--- src/rtl/dma_read_burst_writer_pkg.sv ---
// Shared types and widths for the DMA read-burst writer: state encoding,
// beat/dword-enable widths, descriptor field widths and the byte-enable expander.
package dma_read_burst_writer_pkg;

  typedef enum logic [1:0] {
    ST_IDLE = 2'd0,
    ST_LOAD = 2'd1,
    ST_BEAT = 2'd2
  } state_t;

  localparam int BEAT_W = 128;
  localparam int DWEN_W = 4;
  localparam int BE_W   = BEAT_W / 8;
  localparam int ADDR_W = 32;
  localparam int CTR_W  = 8;

  // Each dword enable expands to the four byte enables of its dword lane.
  function automatic logic [BE_W-1:0] dwen_to_be(input logic [DWEN_W-1:0] dwen);
    logic [BE_W-1:0] be;
    be = '0;
    for (int i = 0; i < DWEN_W; i++) begin
      be[4*i +: 4] = {4{dwen[i]}};
    end
    return be;
  endfunction

endpackage

--- src/rtl/dma_read_burst_writer.sv ---
// Drains burst descriptors and data beats from two show-ahead FIFO paths (A/B),
// round-robin per burst, into a valid/ready memory write port.
// Optional statistics counters: define DMA_BURST_WRITER_STATS_EN.
module dma_read_burst_writer
  import dma_read_burst_writer_pkg::*;
#(
  parameter int ADDR_STEP = 16,
  parameter int MAX_BEATS = 256
) (
  input  logic              i_clk,
  input  logic              i_rst,

  input  logic              a_burst_empty,
  input  logic [ADDR_W-1:0] a_burst_addr,
  input  logic [CTR_W-1:0]  a_burst_ctr,
  output logic              a_burst_rd_en,
  input  logic              b_burst_empty,
  input  logic [ADDR_W-1:0] b_burst_addr,
  input  logic [CTR_W-1:0]  b_burst_ctr,
  output logic              b_burst_rd_en,

  input  logic              a_data_empty,
  input  logic [BEAT_W-1:0] a_data_dout,
  input  logic [DWEN_W-1:0] a_data_dwen,
  output logic              a_data_rd_en,
  input  logic              b_data_empty,
  input  logic [BEAT_W-1:0] b_data_dout,
  input  logic [DWEN_W-1:0] b_data_dwen,
  output logic              b_data_rd_en,

  output logic [ADDR_W-1:0] mem_addr,
  output logic [BEAT_W-1:0] mem_data,
  output logic [BE_W-1:0]   mem_be,
  output logic              mem_valid,
  input  logic              mem_ready,

  output logic              busy,
  output logic [31:0]       stat_bursts,
  output logic [31:0]       stat_beats
);

  localparam int REM_W = $clog2(MAX_BEATS + 1);

  state_t            r_state;
  logic              r_sel_b;
  logic              r_prio_b;
  logic              r_a_burst_rd_en;
  logic              r_b_burst_rd_en;
  logic [ADDR_W-1:0] r_addr;
  logic [REM_W-1:0]  r_remaining;
  logic [ADDR_W-1:0] r_mem_addr;
  logic [BEAT_W-1:0] r_mem_data;
  logic [BE_W-1:0]   r_mem_be;
  logic              r_mem_valid;

  logic              w_req_a;
  logic              w_req_b;
  logic              w_pick_b;
  logic              w_out_free;
  logic              w_sel_data_empty;
  logic              w_pop;
  logic [ADDR_W-1:0] w_sel_addr;
  logic [CTR_W-1:0]  w_sel_ctr;
  logic [BEAT_W-1:0] w_sel_dout;
  logic [DWEN_W-1:0] w_sel_dwen;

  assign w_req_a  = !a_burst_empty;
  assign w_req_b  = !b_burst_empty;
  // B wins when it alone requests, or on a tie when the pointer favours it.
  assign w_pick_b = w_req_b && (!w_req_a || r_prio_b);

  assign w_sel_addr       = r_sel_b ? b_burst_addr : a_burst_addr;
  assign w_sel_ctr        = r_sel_b ? b_burst_ctr  : a_burst_ctr;
  assign w_sel_dout       = r_sel_b ? b_data_dout  : a_data_dout;
  assign w_sel_dwen       = r_sel_b ? b_data_dwen  : a_data_dwen;
  assign w_sel_data_empty = r_sel_b ? b_data_empty : a_data_empty;

  // The pop is combinational so back-to-back beats need no bubble; reset gates it
  // so an abandoned burst never consumes another beat.
  assign w_out_free = !r_mem_valid || mem_ready;
  assign w_pop      = !i_rst && (r_state == ST_BEAT) && w_out_free && !w_sel_data_empty;

  assign a_data_rd_en  = w_pop && !r_sel_b;
  assign b_data_rd_en  = w_pop &&  r_sel_b;
  assign a_burst_rd_en = r_a_burst_rd_en && !i_rst;
  assign b_burst_rd_en = r_b_burst_rd_en && !i_rst;

  assign mem_addr  = r_mem_addr;
  assign mem_data  = r_mem_data;
  assign mem_be    = r_mem_be;
  assign mem_valid = r_mem_valid;
  assign busy      = (r_state != ST_IDLE) || r_mem_valid;

  // Burst FSM, arbiter pointer, address/beat bookkeeping and output register.
  always_ff @(posedge i_clk) begin
    if (i_rst) begin
      r_state         <= ST_IDLE;
      r_sel_b         <= 1'b0;
      r_prio_b        <= 1'b0;
      r_a_burst_rd_en <= 1'b0;
      r_b_burst_rd_en <= 1'b0;
      r_addr          <= '0;
      r_remaining     <= '0;
      r_mem_addr      <= '0;
      r_mem_data      <= '0;
      r_mem_be        <= '0;
      r_mem_valid     <= 1'b0;
    end else begin
      r_a_burst_rd_en <= 1'b0;
      r_b_burst_rd_en <= 1'b0;

      if (w_pop) begin
        r_mem_addr  <= r_addr;
        r_mem_data  <= w_sel_dout;
        r_mem_be    <= dwen_to_be(w_sel_dwen);
        r_mem_valid <= 1'b1;
      end else if (mem_ready) begin
        r_mem_valid <= 1'b0;
      end else begin
        r_mem_valid <= r_mem_valid;
      end

      case (r_state)
        ST_IDLE: begin
          if (w_req_a || w_req_b) begin
            r_sel_b         <= w_pick_b;
            r_prio_b        <= !w_pick_b;
            r_a_burst_rd_en <= !w_pick_b;
            r_b_burst_rd_en <= w_pick_b;
            r_state         <= ST_LOAD;
          end else begin
            r_state <= ST_IDLE;
          end
        end
        ST_LOAD: begin
          r_addr      <= w_sel_addr;
          r_remaining <= REM_W'(w_sel_ctr) + REM_W'(1);
          r_state     <= ST_BEAT;
        end
        ST_BEAT: begin
          if (w_pop) begin
            r_addr      <= r_addr + ADDR_W'(ADDR_STEP);
            r_remaining <= r_remaining - REM_W'(1);
            if (r_remaining == REM_W'(1)) begin
              r_state <= ST_IDLE;
            end else begin
              r_state <= ST_BEAT;
            end
          end else begin
            r_state <= ST_BEAT;
          end
        end
        default: begin
          r_state <= ST_IDLE;
        end
      endcase
    end
  end

`ifdef DMA_BURST_WRITER_STATS_EN
  logic [31:0] r_stat_bursts;
  logic [31:0] r_stat_beats;

  // Wrapping counters: one per descriptor load, one per accepted write.
  always_ff @(posedge i_clk) begin
    if (i_rst) begin
      r_stat_bursts <= 32'd0;
      r_stat_beats  <= 32'd0;
    end else begin
      if (r_state == ST_LOAD) begin
        r_stat_bursts <= r_stat_bursts + 32'd1;
      end else begin
        r_stat_bursts <= r_stat_bursts;
      end
      if (r_mem_valid && mem_ready) begin
        r_stat_beats <= r_stat_beats + 32'd1;
      end else begin
        r_stat_beats <= r_stat_beats;
      end
    end
  end

  assign stat_bursts = r_stat_bursts;
  assign stat_beats  = r_stat_beats;
`else
  assign stat_bursts = 32'd0;
  assign stat_beats  = 32'd0;
`endif

endmodule

--- config.mk ---
export PLATFORM = sky130hd
export DESIGN_NAME = dma_read_burst_writer
export DESIGN_NICKNAME = d
export VERILOG_FILES = /design/src/rtl/dma_read_burst_writer_pkg.sv /design/src/rtl/dma_read_burst_writer.sv
export SDC_FILE = /design/constraint.sdc
export NUM_CORES = 1
export LEC_CHECK = 0
export ABC_AREA = 1
export BUFFER_PORTS_ARGS = -buffer_cell sky130_fd_sc_hd__buf_4
export CAP_MARGIN = 30
export CORE_AREA = 2 2 235 237
export DETAILED_ROUTE_END_ITERATION = 16
export DIE_AREA = 0 0 237 239
export GPL_TIMING_DRIVEN = 0
export HOLD_SLACK_MARGIN = 0.02
export SYNTH_ARGS = -nofsm -noshare
export SYNTH_HDL_FRONTEND = slang
export SYNTH_SLANG_ARGS = --single-unit
--- constraint.sdc ---
create_clock -name i_clk -period 1.8 [get_ports i_clk]
set_input_delay 0.36 -clock i_clk [delete_from_list [all_inputs] [get_ports i_clk]]
set_output_delay 0.36 -clock i_clk [all_outputs]
set_load 0.03 [all_outputs]
Yosys cells after proc, flatten, opt, wreduce, memory -nomap -nowiden. Cells that the tools add are included.

Add/subtract/negate cells: 3. Equal/unequal tests: 4. Multiplexer cells: 15. Bitwise operators: 2. Reductions and logical operators: 26.

Operators with widths (count): $mux W128 (1); $mux W32 (2); $pmux W32 S2 (1); $add A32 B5 Y32 const B (1); $pmux W9 S2 (1); $add A8 B1 Y9 const B (1); $eq A9 B1 Y1 const B (1); $mux W9 (1); $sub A9 B1 Y9 const B (1); $logic_and A1 B1 Y1 (8); $mux W8 (1); $logic_not A1 Y1 (7); $pmux W2 S3 (1); $reduce_bool A2 Y1 (3); $logic_or A1 B1 Y1 (4); $mux W1 (4); $mux W2 (2); $mux W4 (1); $reduce_and A2 Y1 (2); $reduce_or A3 Y1 (1); $eq A2 B1 Y1 const B (1); $eq A2 B2 Y1 const B (1); $logic_not A2 Y1 (1); $ne A2 B2 Y1 const B (1); $not A1 Y1 (2).

Register bits after elaboration: 221. Bits of input ports: 351. Output and inout bits: 246. Word-level logic and storage cells: 61.

Logic depth before layout (Yosys ltp). Gate-level depths: netlist of run 1.

Word-level depth: 6. Depth in mapped cells: 11.

Least setup slack after synthesis of run 1. OpenSTA, ideal clock, no wires.

Path type: in2out. Start: input i_rst. End: output a_data_rd_en. Arrival time: 1.485 ns. Data required time: 1.440 ns. Path slack: -0.045 ns. Stages: 6. Path buffers: 3. Path through: buf_2 nor2_2 nand3_2 buf_2 buf_2 nor2_1.

Cells in the longest elaborated chain, start to end: 5.

RTL lines: from (decl) (RTL line dma_read_burst_writer.sv:11) `input logic i_rst,`; $logic_not A1 Y1 (RTL line dma_read_burst_writer.sv:81) `assign w_pop = !i_rst && (r_state == ST_BEAT) && w_out_free && !w_sel_data_empty;`; $logic_and A1 B1 Y1 (3 in series) (RTL line dma_read_burst_writer.sv:81); $logic_and A1 B1 Y1 (RTL line dma_read_burst_writer.sv:83) `assign a_data_rd_en = w_pop && !r_sel_b;`; to (decl) (RTL line dma_read_burst_writer.sv:25) `output logic a_data_rd_en,`.

No other way between the ends.

Final worst setup path of run 1.
Start: register r_sel_b. End: output a_data_rd_en.

Cells in the longest elaborated chain, start to end: 4.

RTL lines: from (decl) (RTL line dma_read_burst_writer.sv:45) `logic r_sel_b;`; from (signal assigned) (RTL line dma_read_burst_writer.sv:126) `r_sel_b <= w_pick_b;`; $mux W1 (RTL line dma_read_burst_writer.sv:76) `assign w_sel_data_empty = r_sel_b ? b_data_empty : a_data_empty;`; $logic_not A1 Y1 (RTL line dma_read_burst_writer.sv:81); $logic_and A1 B1 Y1 (RTL line dma_read_burst_writer.sv:81); $logic_and A1 B1 Y1 * (RTL line dma_read_burst_writer.sv:83).

Mark *: on every way between the ends. The rest lies on a longest branch, timed or not.

==> flow_metrics.env, run 1 <==
export IMPL_outcome="finished with violations"
export IMPL_failed_checks="negative setup slack"
export IMPL_swShare_pct=33.7
export IMPL_core_um2=54300
export IMPL_crit_path_end_kind="output pin"
export IMPL_synth_area_mux_share_pct=0
export IMPL_hp_class="in -> reg"
export IMPL_drive_gt1_share_pct=34.5
export IMPL_clock_latency_ps=550
export IMPL_syn_inst=1809
export IMPL_ys_seq_elements=212
export IMPL_grt_ovfl_total=0
export IMPL_drv_slew=0
export IMPL_die_x_um=237
export IMPL_finalHoldViolCount=0
export IMPL_avgSynthCellArea_um2=6.23
export IMPL_period_minus_slack_ps=2180
export IMPL_num_rows=86
export IMPL_combPwrFrac_pct=29.0
export IMPL_seq_area_frac_synth_pct=37.6
export IMPL_crit_type="reg -> out"
export IMPL_clkTransAtPathRegs_ps=60
export IMPL_clock_path_buffers=3
export IMPL_worstPathMaxFanout=4
export IMPL_grt_usage_pct=18.7
export IMPL_start_kind="register"
export IMPL_grt_setup_unrepaired="true"
export IMPL_ant_nets=0
export IMPL_cts_root_buf="clkbuf_16"
export IMPL_drc_errors=0
export IMPL_wl_um=57800
export IMPL_finClkSkew_ps=10.4
export IMPL_htreeDepth=1
export IMPL_io_pins=597
export IMPL_p_per_area_nw_per_um2=808
export IMPL_grt_max_degree=14
export IMPL_fin_ws_ps=-378
export IMPL_place_hpwl_um=44200
export IMPL_final_cell_mix="nand2_1, buf_4, dfxtp_1"
export IMPL_final_common_cell="nand2_1"
export IMPL_p_int_mw=9.96
export IMPL_drtIter0Drc=654
export IMPL_max_slew_margin_pct=41.7
export IMPL_fin_crit_sh_pct=121
export IMPL_cts_sinks=212
export IMPL_clkPwrFrac_pct=36.4
export IMPL_yosys_warnings=0
export IMPL_setup_viol=6
export IMPL_ys_types=32
export IMPL_dr_pass1_iters=5
export IMPL_synth_xor_area_share_pct=0.466
export IMPL_yosys_area_share_simple_pct=34.7
export IMPL_hold_buffers=0
export IMPL_die_h_um=239
export IMPL_peakVddDrop_uv=723
export IMPL_diodes=0
export IMPL_vias_per_cell=4.31
export IMPL_grt_pass1_vias=12500
export IMPL_initial_utilization_pct=20.7
export IMPL_antenna_found_initial=3
export IMPL_p_sw_mw=5.07
export IMPL_pwr_share_seq_pct=34.6
export IMPL_synth_area_um2=11300
export IMPL_gp_congestion=0.900
export IMPL_vias=13700
export IMPL_synth_top_family_by_area="simple AND/OR/NAND/NOR gates"
export IMPL_dpl_instance_area_um2=16400
export IMPL_postLayoutCoreUtil_pct=34.2
export IMPL_leakage_nw=8.79
export IMPL_final_area_um2=18600
export IMPL_die_area_um2=56600
export IMPL_cts_tree="built"
export IMPL_syn_to_final_growth_pct=65.0
export IMPL_post_place_ws_ps=-573
export IMPL_routedWlPerCell_um=18.1
export IMPL_synth_adder_area_share_pct=0.444
export IMPL_port_buffers=531
export IMPL_tightest_slew_ps=874
export IMPL_fmax_mhz=459
export IMPL_drv_cap=0
export IMPL_cts_buffers=27
export IMPL_final_net_count=2820
export IMPL_grt_pass1_wl_um=79200
export IMPL_cp_data_required_time_ps=1440
export IMPL_synth_compound_area_share_pct=14.6
export IMPL_arrival_ps=1820
state kept, by name (all words and copies together) (netlist names):
name,count
r_a_burst_rd_en,1
mem_valid,1
r_prio_b,1
r_b_burst_rd_en,1
r_sel_b,1
r_remaining,9
r_state,2
mem_addr,32
mem_data,128
r_addr,32
mem_be,4
power by group through the flow:
stage | Combinational, mW | Clock, mW | Sequential [mW]
after global routing | 4.73 | 5.81 | 5.24
after floorplan | 1.96 | 0 | 5.43
after detailed placement | 3.82 | 0 | 5.28
after global placement | 3.83 | 0 | 5.28
final | 4.35 | 5.48 | 5.20
after CTS | 3.95 | 5.63 | 5.19
metrics by stage:
step / hold WS [ps] / std cells / power (mW) / TNS, ps
3_5_place_dp: 456 / 3109 / 9.10 / -66800
5_1_grt: 50.9 / 3189 / 15.8 / -2630
2_1_floorplan: 451 / 1872 / 7.39 / -90.4
4_1_cts: 39.6 / 3167 / 14.8 / -893
3_3_place_gp: 453 / 3107 / 9.11 / -74410
6_report: 69.1 / 3189 / 15.0 / -782
cell families (layout without fill, tap and decap cells):
family,count (synthesis),count (layout)
AO/OA/AOI/OAI,326,326
XOR/XNOR,6,6
adder cells (fa/ha/maj),4,4
buffers and inverters,246,859
flip-flops,212,212
other,1,64
AND/OR/NAND/NOR,1014,1014
worst paths after layout:
kind / startpoint / end / slack [ps] / cells past startpoint
worst max register to register: r_sel_b / r_addr[18] / -10 / 12
worst max-delay path: r_sel_b / a_data_rd_en / -380 / 8
worst min register to register: mem_data[80] / mem_data[80] / 460 / 2
worst min-delay path: b_burst_addr[3] / r_addr[3] / 70 / 3
layer usage:
metal / up-vias / wire [um] / global-route usage [%]
met5: - / 27 / 0
met3: 91 / 4090 / 4.10
met1: 6209 / 23100 / 21.8
met2: 526 / 28300 / 33.1
met4: 4 / 2300 / 7.21
li1: 6900 / - / -
worst max-delay path, stage by stage (launching register included):
cell     delay, ps
dfxtp_4        370
nand2_2         70
inv_2           40
a21oi_4        200
nand3_4        110
buf_12         140
buf_12         120
nor2_4          70
buf_6          130
cells in the mapped netlist:
cell type	number	share of area, %
a211oi_1	1	0.067
ha_1	4	0.44
or2_2	1	0.056
nand3_2	1	0.089
o21bai_1	1	0.067
inv_4	1	0.056
clkbuf_1	29	0.97
nand2_1	835	28
xor2_1	3	0.23
a31oi_1	1	0.056
xnor2_1	3	0.23
a21oi_1	219	9.7
inv_2	3	0.10
buf_6	1	0.10
o22ai_1	3	0.17
conb_1	1	0.033
nand4_1	4	0.22
or2_1	1	0.056
buf_2	59	2.6
nor2_2	5	0.28
nor3_1	1	0.044
nor2_1	115	3.8
o21ai_1	14	0.62
inv_1	55	1.8
and2_1	1	0.056
nand3b_1	1	0.067
dfxtp_1	212	38
buf_4	97	6.5
o21a_1	1	0.067
nand3_1	49	2.2
buf_1	1	0.033
o21ai_0	86	3.8
repair_timing:
action,CTS,global route
hold endpoints to repair,0,0
gates cloned,1,16
resized for setup,64,185
endpoints found under the setup margin,212,190
pin swaps,3,11
buffers inserted,8,6
layout make-up:
cell class	count	area [um2]
Clock inverter	10	111
Fill cell	5980	35700
Inverter	59	263
Sequential cell	212	4250
Clock buffer	39	771
Buffer	187	1510
Timing Repair Buffer	564	4590
Tap cell	704	881
Multi-Input combinational cell	1414	6230
No activity file was read; power rests on OpenSTA's default activity.
==> run 2: changes to the inputs <==
- clock period: 1.8 -> 2 ns (I/O delays scaled with it)
==> flow_metrics.env, run 2 (same netlist as run 1, synthesis figures left out) <==
export IMPL_fmax_mhz=475
export IMPL_drive_gt1_share_pct=30.8
export IMPL_largest_reg_flops=128
export IMPL_r2r_setup_slack_ps=130
export IMPL_ant_nets=0
export IMPL_arrival_ps=1700
export IMPL_path_cells="nand2_2 > inv_2 > a21oi_4 > nand3_4 > buf_12 > nor2_4 > buf_6"
export IMPL_fin_crit_sh_pct=105
export IMPL_max_slew_margin_pct=53.0
export IMPL_crit_type="reg -> out"
export IMPL_die_area_um2=56600
export IMPL_hold_ws_ps=109
export IMPL_core_um2=54300
export IMPL_hold_path_depth=3
export IMPL_drv_cap=0
export IMPL_worstPathMaxFanout=4
export IMPL_place_hpwl_um=44200
export IMPL_gp_congestion=0.900
export IMPL_outcome="finished with violations"
export IMPL_drv_slew=0
export IMPL_timing_rr_end="r_addr[14]"
export IMPL_drtIter0Drc=715
export IMPL_rr_worst_depth=11
export IMPL_finalHoldViolCount=0
export IMPL_cp_data_required_time_ps=1600
export IMPL_vias_per_cell=4.26
export IMPL_vias=13500
export IMPL_p_total_mw=13.1
export IMPL_io_pins=597
export IMPL_antenna_found_initial=3
export IMPL_initial_utilization_pct=20.7
export IMPL_drc_errors=0
export IMPL_grt_setup_unrepaired="true"
export IMPL_grt_pass1_wl_um=78800
export IMPL_routedWlPerCell_um=17.7
export IMPL_clock_latency_ps=550
export IMPL_cts_buffers=27
export IMPL_die_x_um=237
export IMPL_final_cell_mix="nand2_1, buf_4, a21oi_1"
export IMPL_nFillCells=6089
export IMPL_final_common_cell="nand2_1"
export IMPL_num_rows=86
export IMPL_cpPeakStageDelay_ps=370
export IMPL_crit_end="a_data_rd_en"
export IMPL_dpl_instance_area_um2=16400
export IMPL_clock_path_buffers=3
export IMPL_diodes=0
export IMPL_regArea_um2=4250
export IMPL_grt_usage_pct=18.5
export IMPL_peakVddDrop_uv=652
export IMPL_startpoint="r_sel_b"
export IMPL_p_per_area_nw_per_um2=751
export IMPL_cts_sinks=212
export IMPL_clkTransAtPathRegs_ps=60
export IMPL_final_net_count=2790
export IMPL_grt_pass1_vias=12500
export IMPL_final_area_um2=17400
export IMPL_tightest_slew_ps=706
export IMPL_wl_um=55900
export IMPL_cts_tree="built"
export IMPL_grt_ovfl_total=0
export IMPL_crit_path_end_kind="output pin"
export IMPL_failed_checks="negative setup slack"
export IMPL_post_place_ws_ps=-424
export IMPL_crit_slowest_cell="dfxtp_4"
export IMPL_leakage_nw=8.41
export IMPL_multi_input_area_um2=5940
export IMPL_port_buffers=531
export IMPL_setup_viol=2
export IMPL_hp_class="in -> reg"
export IMPL_grt_max_degree=18
export IMPL_rr_startpoint="r_sel_b"
export IMPL_htreeDepth=1
export IMPL_start_kind="register"
export IMPL_finClkSkew_ps=11.0
export IMPL_syn_to_final_growth_pct=54.6
export IMPL_fin_ws_ps=-104
export IMPL_hold_buffers=0
export IMPL_period_minus_slack_ps=2100
export IMPL_cts_root_buf="clkbuf_16"
export IMPL_dr_pass1_iters=6
export IMPL_die_h_um=239
## run 2: cell count changes in the layout (fill, tap and decap cells not counted), sizes merged
cell and change:
clkinv -1, inv +1, buf -11, clkbuf -19
## run 2: worst min path at each step
stage,from,end,slack [ps]
5_1_grt,b_burst_addr[3],r_addr[3],90
6_report,b_burst_addr[3],r_addr[3],110
3_3_place_gp,mem_data[58],mem_data[58],450
2_1_floorplan,r_prio_b,r_prio_b,450
3_5_place_dp,mem_data[60],mem_data[60],460
4_1_cts,b_burst_addr[0],r_addr[0],80
## run 2: layer usage
metal / share of wire, % / wire [um] / GRT usage (%) / vias up
met4: 4.0 / 2240 / 7.13 / 4
li1: - / - / - / 6830
met5: 0.048 / 27 / 0 / -
met3: 6.9 / 3870 / 4.10 / 85
met2: 49 / 27300 / 33.0 / 526
met1: 40 / 22500 / 21.6 / 6025
## run 2: cell type report
type / count / area share [%]
multi-input combinational: 1414 / 34.1
clock inverter: 10 / 0.639
timing repair buffer: 536 / 23.2
inverter: 59 / 1.30
clock buffer: 39 / 4.42
tap: 704 / 5.05
sequential: 212 / 24.4
buffer: 185 / 6.90
## run 2: repair_timing
action	in CTS	in global routing
pin swaps	2	2
resized for setup	34	9
setup buffers	3	0
setup endpoints to repair	198	119
hold endpoints to repair	0	0
## run 2: stage by stage
stage / setup TNS, ps / util, % / cells
2_1_floorplan: 0 / - / 1872
3_3_place_gp: -36950 / 30.1 / 3107
3_5_place_dp: -28130 / 30.2 / 3109
4_1_cts: -366 / 32.1 / 3160
5_1_grt: -384 / 32.1 / 3159
6_report: -206 / 32.1 / 3159
## run 2: critical path, delay by kind of cell, from the launching register on
kind,cells,cell delay [ps]
compound gates,1,200
simple gates,3,250
buf+inv,3,320
flops,1,370
## run 2: power breakdown
part	internal [mW]	switching, mW
logic	1.32	2.18
registers	4.46	0.216
clock network	2.93	2.00
